[src/rtl/score_uart_reporter_if.sv]
// rtl/score_uart_reporter_if.sv - byte-strobe UART transmit link (txdata/txclk paced by txready)
interface score_uart_reporter_if;
    logic [7:0] txdata;
    logic       txclk;
    logic       txready;

    modport master (output txdata, output txclk, input txready);
    modport slave  (input txdata, input txclk, output txready);
endinterface

[src/rtl/score_uart_reporter.sv]
// rtl/score_uart_reporter.sv - formats score/game-over events as 6-byte ASCII lines on the UART link
module score_uart_reporter #(
    parameter int SETTLE = 4,
    parameter int TX_GAP = 2
) (
    input  logic                          clk,
    input  logic                          rst,
    input  logic                          en,
    input  logic                          goodColl,
    input  logic                          badColl,
    input  logic                          isGameComplete,
    input  logic [3:0]                    bcd_hundreds,
    input  logic [3:0]                    bcd_tens,
    input  logic [3:0]                    bcd_ones,
    score_uart_reporter_if.master         tx,
    output logic                          busy,
    output logic [7:0]                    dropped
);

    localparam logic [3:0] SETTLE_LAST = 4'(SETTLE - 1);
    localparam logic [3:0] GAP_LAST    = 4'(TX_GAP - 1);

    typedef enum logic [2:0] {
        S_IDLE, S_SETTLE, S_LOAD, S_WAIT_RDY, S_STROBE, S_GAP
    } state_t;

    state_t      state, state_n;
    logic [3:0]  cnt, cnt_n;
    logic [2:0]  idx, idx_n;
    logic        msg_g, msg_g_n;
    logic        pend_s, pend_g;
    logic        prev_good, prev_bad, prev_gc;
    logic [11:0] snap;
    logic [7:0]  txdata_q;
    logic [7:0]  cur_byte;
    logic        ev_s, ev_g;
    logic        take_s, take_g;
    logic        load_snap, load_byte;
    logic        drop_s, drop_g;
    logic [8:0]  drop_sum;

    function automatic logic [7:0] ascii_digit(input logic [3:0] d);
        return (d > 4'd9) ? 8'h3F : (8'h30 + {4'h0, d});
    endfunction

    assign ev_s = en & goodColl & ~prev_good;
    assign ev_g = en & ((badColl & ~prev_bad) | (isGameComplete & ~prev_gc));

    // An event that is consumed directly by IDLE in the same cycle is not a drop.
    assign drop_s   = ev_s & pend_s & ~take_s;
    assign drop_g   = ev_g & pend_g & ~take_g;
    assign drop_sum = {1'b0, dropped} + 9'(drop_s) + 9'(drop_g);

    always_comb begin
        cur_byte = 8'h0A;
        case (idx)
            3'd0:    cur_byte = msg_g ? 8'h47 : 8'h53;
            3'd1:    cur_byte = ascii_digit(snap[11:8]);
            3'd2:    cur_byte = ascii_digit(snap[7:4]);
            3'd3:    cur_byte = ascii_digit(snap[3:0]);
            3'd4:    cur_byte = 8'h0D;
            default: cur_byte = 8'h0A;
        endcase
    end

    always_comb begin
        state_n   = state;
        cnt_n     = cnt;
        idx_n     = idx;
        msg_g_n   = msg_g;
        take_s    = 1'b0;
        take_g    = 1'b0;
        load_snap = 1'b0;
        load_byte = 1'b0;
        case (state)
            S_IDLE: begin
                if (pend_g | ev_g) begin
                    take_g  = 1'b1;
                    msg_g_n = 1'b1;
                    cnt_n   = 4'd0;
                    state_n = S_SETTLE;
                end else if (pend_s | ev_s) begin
                    take_s  = 1'b1;
                    msg_g_n = 1'b0;
                    cnt_n   = 4'd0;
                    state_n = S_SETTLE;
                end
            end
            S_SETTLE: begin
                if (cnt == SETTLE_LAST) state_n = S_LOAD;
                else                    cnt_n   = cnt + 4'd1;
            end
            S_LOAD: begin
                load_snap = 1'b1;
                idx_n     = 3'd0;
                state_n   = S_WAIT_RDY;
            end
            S_WAIT_RDY: begin
                if (tx.txready) begin
                    load_byte = 1'b1;
                    state_n   = S_STROBE;
                end
            end
            S_STROBE: begin
                cnt_n   = 4'd0;
                state_n = S_GAP;
            end
            S_GAP: begin
                if (cnt == GAP_LAST) begin
                    if (idx == 3'd5) begin
                        state_n = S_IDLE;
                    end else begin
                        idx_n   = idx + 3'd1;
                        state_n = S_WAIT_RDY;
                    end
                end else begin
                    cnt_n = cnt + 4'd1;
                end
            end
            default: state_n = S_IDLE;
        endcase
    end

    always_ff @(posedge clk) begin
        if (rst) begin
            state     <= S_IDLE;
            cnt       <= 4'd0;
            idx       <= 3'd0;
            msg_g     <= 1'b0;
            pend_s    <= 1'b0;
            pend_g    <= 1'b0;
            prev_good <= 1'b0;
            prev_bad  <= 1'b0;
            prev_gc   <= 1'b0;
            snap      <= 12'h000;
            txdata_q  <= 8'h00;
            dropped   <= 8'h00;
        end else begin
            state     <= state_n;
            cnt       <= cnt_n;
            idx       <= idx_n;
            msg_g     <= msg_g_n;
            prev_good <= goodColl;
            prev_bad  <= badColl;
            prev_gc   <= isGameComplete;
            // When a flag is consumed, a coincident event of the same kind re-arms it.
            if (take_s)    pend_s <= pend_s & ev_s;
            else if (ev_s) pend_s <= 1'b1;
            if (take_g)    pend_g <= pend_g & ev_g;
            else if (ev_g) pend_g <= 1'b1;
            if (load_snap) snap <= {bcd_hundreds, bcd_tens, bcd_ones};
            if (load_byte) txdata_q <= cur_byte;
            dropped <= drop_sum[8] ? 8'hFF : drop_sum[7:0];
        end
    end

    assign tx.txclk  = (state == S_STROBE);
    assign tx.txdata = txdata_q;
    assign busy      = (state != S_IDLE);

endmodule

[src/flat_wrapper.sv]
// flat-port wrapper written by rule: the top's interface ports become plain ports
module score_uart_reporter_flat 
#(
    parameter int SETTLE = 4,
    parameter int TX_GAP = 2
)
  (clk, rst, en, goodColl, badColl, isGameComplete, bcd_hundreds, bcd_tens, bcd_ones, busy, dropped, tx_txdata, tx_txclk, tx_txready);
  score_uart_reporter_if tx_i ();
  input  logic clk;
  input  logic rst;
  input  logic en;
  input  logic goodColl;
  input  logic badColl;
  input  logic isGameComplete;
  input  logic [3:0] bcd_hundreds;
  input  logic [3:0] bcd_tens;
  input  logic [3:0] bcd_ones;
  output logic busy;
  output logic [7:0] dropped;
  output wire logic [$bits(tx_i.txdata)-1:0] tx_txdata;
  output wire logic [$bits(tx_i.txclk)-1:0] tx_txclk;
  input wire logic [$bits(tx_i.txready)-1:0] tx_txready;
  assign tx_txdata = tx_i.txdata;
  assign tx_txclk = tx_i.txclk;
  assign tx_i.txready = tx_txready;
  score_uart_reporter #(.SETTLE(SETTLE), .TX_GAP(TX_GAP)) u_core (.clk(clk), .rst(rst), .en(en), .goodColl(goodColl), .badColl(badColl), .isGameComplete(isGameComplete), .bcd_hundreds(bcd_hundreds), .bcd_tens(bcd_tens), .bcd_ones(bcd_ones), .tx(tx_i), .busy(busy), .dropped(dropped));
endmodule
[config.mk]
export PLATFORM = sky130hd
export DESIGN_NAME = score_uart_reporter_flat
export DESIGN_NICKNAME = d
export VERILOG_FILES = /design/src/rtl/score_uart_reporter_if.sv /design/src/rtl/score_uart_reporter.sv /design/src/flat_wrapper.sv
export SDC_FILE = /design/constraint.sdc
export NUM_CORES = 1
export LEC_CHECK = 0
export ABC_AREA = 1
export BUFFER_PORTS_ARGS = -buffer_cell sky130_fd_sc_hd__buf_2
export CORE_AREA = 2 2 69 71
export CTS_CLUSTER_SIZE = 20
export DETAILED_ROUTE_END_ITERATION = 12
export DIE_AREA = 0 0 71 73
export PLACE_DENSITY = 0.67
export SLEW_MARGIN = 0
export SYNTH_ARGS = -nofsm -noshare
export SYNTH_HDL_FRONTEND = slang
export SYNTH_SLANG_ARGS = --single-unit
[constraint.sdc]
create_clock -name clk -period 6.1 [get_ports clk]
set_input_delay 0.915 -clock clk [delete_from_list [all_inputs] [get_ports clk]]
set_output_delay 0.915 -clock clk [all_outputs]
set_load 0.05 [all_outputs]
==> metrics.cfg <==
[run_status]
status = finished clean

[setup_path]
slowest_delay_ns = 0.41
reg2reg_depth = 13
arrival_ns = 2.67
crit_top_cell = nand2_1
cpMaxStageDelayCell = fa_1
cp-start-kind = primary input
rr_startpoint = u_core.state[1]$_SDFFE_PP0P_
critical_path.cell_chain = buf_2 > nand2_1 > nand2_1 > a21oi_1 > nand3_1 > nand2_1 > fa_1 > inv_1 > nand3_1 > nor2_1 > and3_1 > o21ai_0 > nand2_1 > inv_1
crit_family = simple AND/OR/NAND/NOR gates
cp-end-kind = register
r2r_slack_ns = 3.90
path_class = in2reg
required_ns = 6.29
r2r_end = u_core.dropped[5]$_SDFF_PP0_
cp_max_fo = 4
crit_buf_inv = 3

[detailed_routing]
vias = 1942
first_iter_violations = 85
wl_per_cell_um = 10.3
dr.pass1.iters = 5
wirelength_mm = 4.14
ant_nets = 0
drc_errors = 0
vias_per_cell = 4.83

[placement]
place_congestion = 0.857
io_buffers = 35
hpwl_mm = 3.12
dpl_worst_slack_ns = 3.32

[sta]
setup_slack_ns = 3.63
setup_tns_ns = 0
slew_headroom = 0.535
finalCritPeriodShare = 0.406
finalHoldViolations = 0
fmax_mhz = 404
drv_slew = 0
worstMarginPinSlew_ns = 0.696
setup_viol = 0
skew_ns = 0.00338
post-route-min-period_ns = 2.47
hold_ws_ns = 0.462
rsz0062_at_grt = no

[global_route]
grt_usage = 0.173
grt_max_degree = 26
gr-total-overflow = 0
grt_pass1_wl_mm = 7.14
antenna_found_initial = 0
first_global_vias = 1665

[cells_and_area]
nets = 374
drive_gt1_frac = 0.158
n_antenna_cell = 0
area_growth_pct = 14.6

[die]
core_area_um2 = 4540
die_y_um = 73
rows = 25
io_pins = 37
dieArea_um2 = 5180
initial_core_util = 0.471
die-width_um = 71

[min_path]
hold_path_startpoint = u_core.tx.txdata[2]$_SDFFE_PP0P_
holdPathStages = 2
hp-class = reg2reg
min_to = u_core.tx.txdata[2]$_SDFFE_PP0P_

[clock_tree]
numCtsBuffers = 5
h-tree-depth = 2
cts_tree = yes
post_cts.repair.setup_buffers = 0
post_cts_resized = 0
clock-sinks = 43
cts_buffer_depth = 2
clk-insertion-delay-late_ns = 0.29
cts-root-buf = clkbuf_8
hold_buffers = 0
clk_pin_slew_ns = 0.08

[job]
drv_cap = 0

[yosys]
synth-seq-cells = 43
seq_area_frac_synth = 0.403
yosys_warnings = 0
synth.net_count = 339
synth.distinct_cells = 28
syn_inst = 312
syn_area_um2 = 2130
avgSynthCellArea_um2 = 6.84

[power_and_ir_drop]
leakage_nw = 1.18
vdd_drop_max_mv = 0.171
pwr_density_cell_nw_per_um2 = 341

-- power breakdown --
| group | switching (mW) | internal, mW | total (mW) |
|---|---|---|---|
| combinational | 0.186 | 0.0921 | 0.278 |
| sequential | 0.0335 | 0.324 | 0.358 |
| clock | 0.0948 | 0.103 | 0.198 |
| total | 0.315 | 0.519 | 0.834 |
-- cell usage after synthesis --
cell	count	share of area
or2_2	3	0.0088
nand3b_1	1	0.0035
inv_2	2	0.0035
clkbuf_1	4	0.0070
buf_2	1	0.0023
and2_4	1	0.0041
nor2_1	39	0.069
dfxtp_1	43	0.40
conb_1	1	0.0018
nand2_2	3	0.0088
xnor2_1	1	0.0041
ha_1	7	0.041
buf_4	2	0.0070
and3_1	1	0.0029
o21ai_0	27	0.063
nor2_4	1	0.0053
nor2_2	2	0.0059
a211oi_1	1	0.0035
xor2_1	3	0.012
nand4_1	5	0.015
a21oi_1	34	0.080
inv_1	45	0.079
nand3_1	14	0.033
a31oi_1	1	0.0029
nand2_1	66	0.12
fa_1	1	0.0094
o31ai_1	1	0.0035
nor3_1	2	0.0047
-- flip-flops by register name, indices dropped and copies added (netlist names), 3 cells and up --
| register | count |
|---|---|
| u_core.snap | 12 |
| u_core.dropped | 8 |
| u_core.tx.txdata | 7 |
| u_core.cnt | 4 |
| u_core.idx | 3 |
| u_core.state | 3 |
-- how the worst max path moves through the flow --
stage	depth (start not counted)	startpoint	endpoint
detailed placement	14	isGameComplete	u_core.dropped[5]$_SDFF_PP0_
floorplan	13	isGameComplete	u_core.dropped[5]$_SDFF_PP0_
global placement	14	isGameComplete	u_core.dropped[5]$_SDFF_PP0_
global route	14	isGameComplete	u_core.dropped[5]$_SDFF_PP0_
CTS	14	isGameComplete	u_core.dropped[5]$_SDFF_PP0_
finish	14	isGameComplete	u_core.dropped[5]$_SDFF_PP0_
-- cell usage in the layout, fill, tap and decap left out, types with 2 or more instances in the layout --
cell      instances
dfxtp_1          43
o21ai_0          27
ha_1              7
nand2_1          66
inv_1            45
nand3_1          14
inv_2             2
clkbuf_8          7
nor2_2            2
nand2_2           3
nand4_1           5
or2_2             3
buf_2            35
xor2_1            3
nor3_1            2
a21oi_1          34
nor2_1           39
-- cell type report --
type	count	area (um^2)
Tap cell	54	67.6
Clock inverter	1	7.51
Clock buffer	7	96.3
Multi-Input combinational cell	215	1060
Timing Repair Buffer	35	175
Inverter	47	176
Sequential cell	43	861
Fill cell	463	2090
-- cells by family after synthesis --
| group | share of synthesized area |
|---|---|
| buffers and inverters | 0.0991 |
| other | 0.00176 |
| AND/OR/NAND/NOR | 0.276 |
| AO/OA/AOI/OAI | 0.153 |
| XOR/XNOR | 0.0164 |
| flip-flops | 0.403 |
| adder cells (fa/ha/maj) | 0.0504 |
-- metal layers --
| metal | up-vias | share of wire | track usage |
|---|---|---|---|
| li1 | 1059 | - | - |
| met1 | 848 | 0.51 | 0.237 |
| met2 | 30 | 0.45 | 0.271 |
| met3 | 5 | 0.035 | 0.0290 |
| met4 | 0 | 0.011 | 0.0713 |
| met5 | - | 0 | 0 |
-- through the flow --
stage	util	area, um^2	instances	total power, mW
finish	0.539	2450	402	0.834
global route	0.539	2450	402	0.905
CTS	0.539	2450	402	0.843
detailed placement	0.516	2340	394	0.644
global placement	0.516	2340	394	0.639
floorplan	-	2130	312	0.584
-- tightest hold or removal path: stages (launching register included) --
cell	delay [ns]
dfxtp_1	0.31
nand2_1	0.06
a21oi_1	0.05
(Power assumes the default switching activity.)
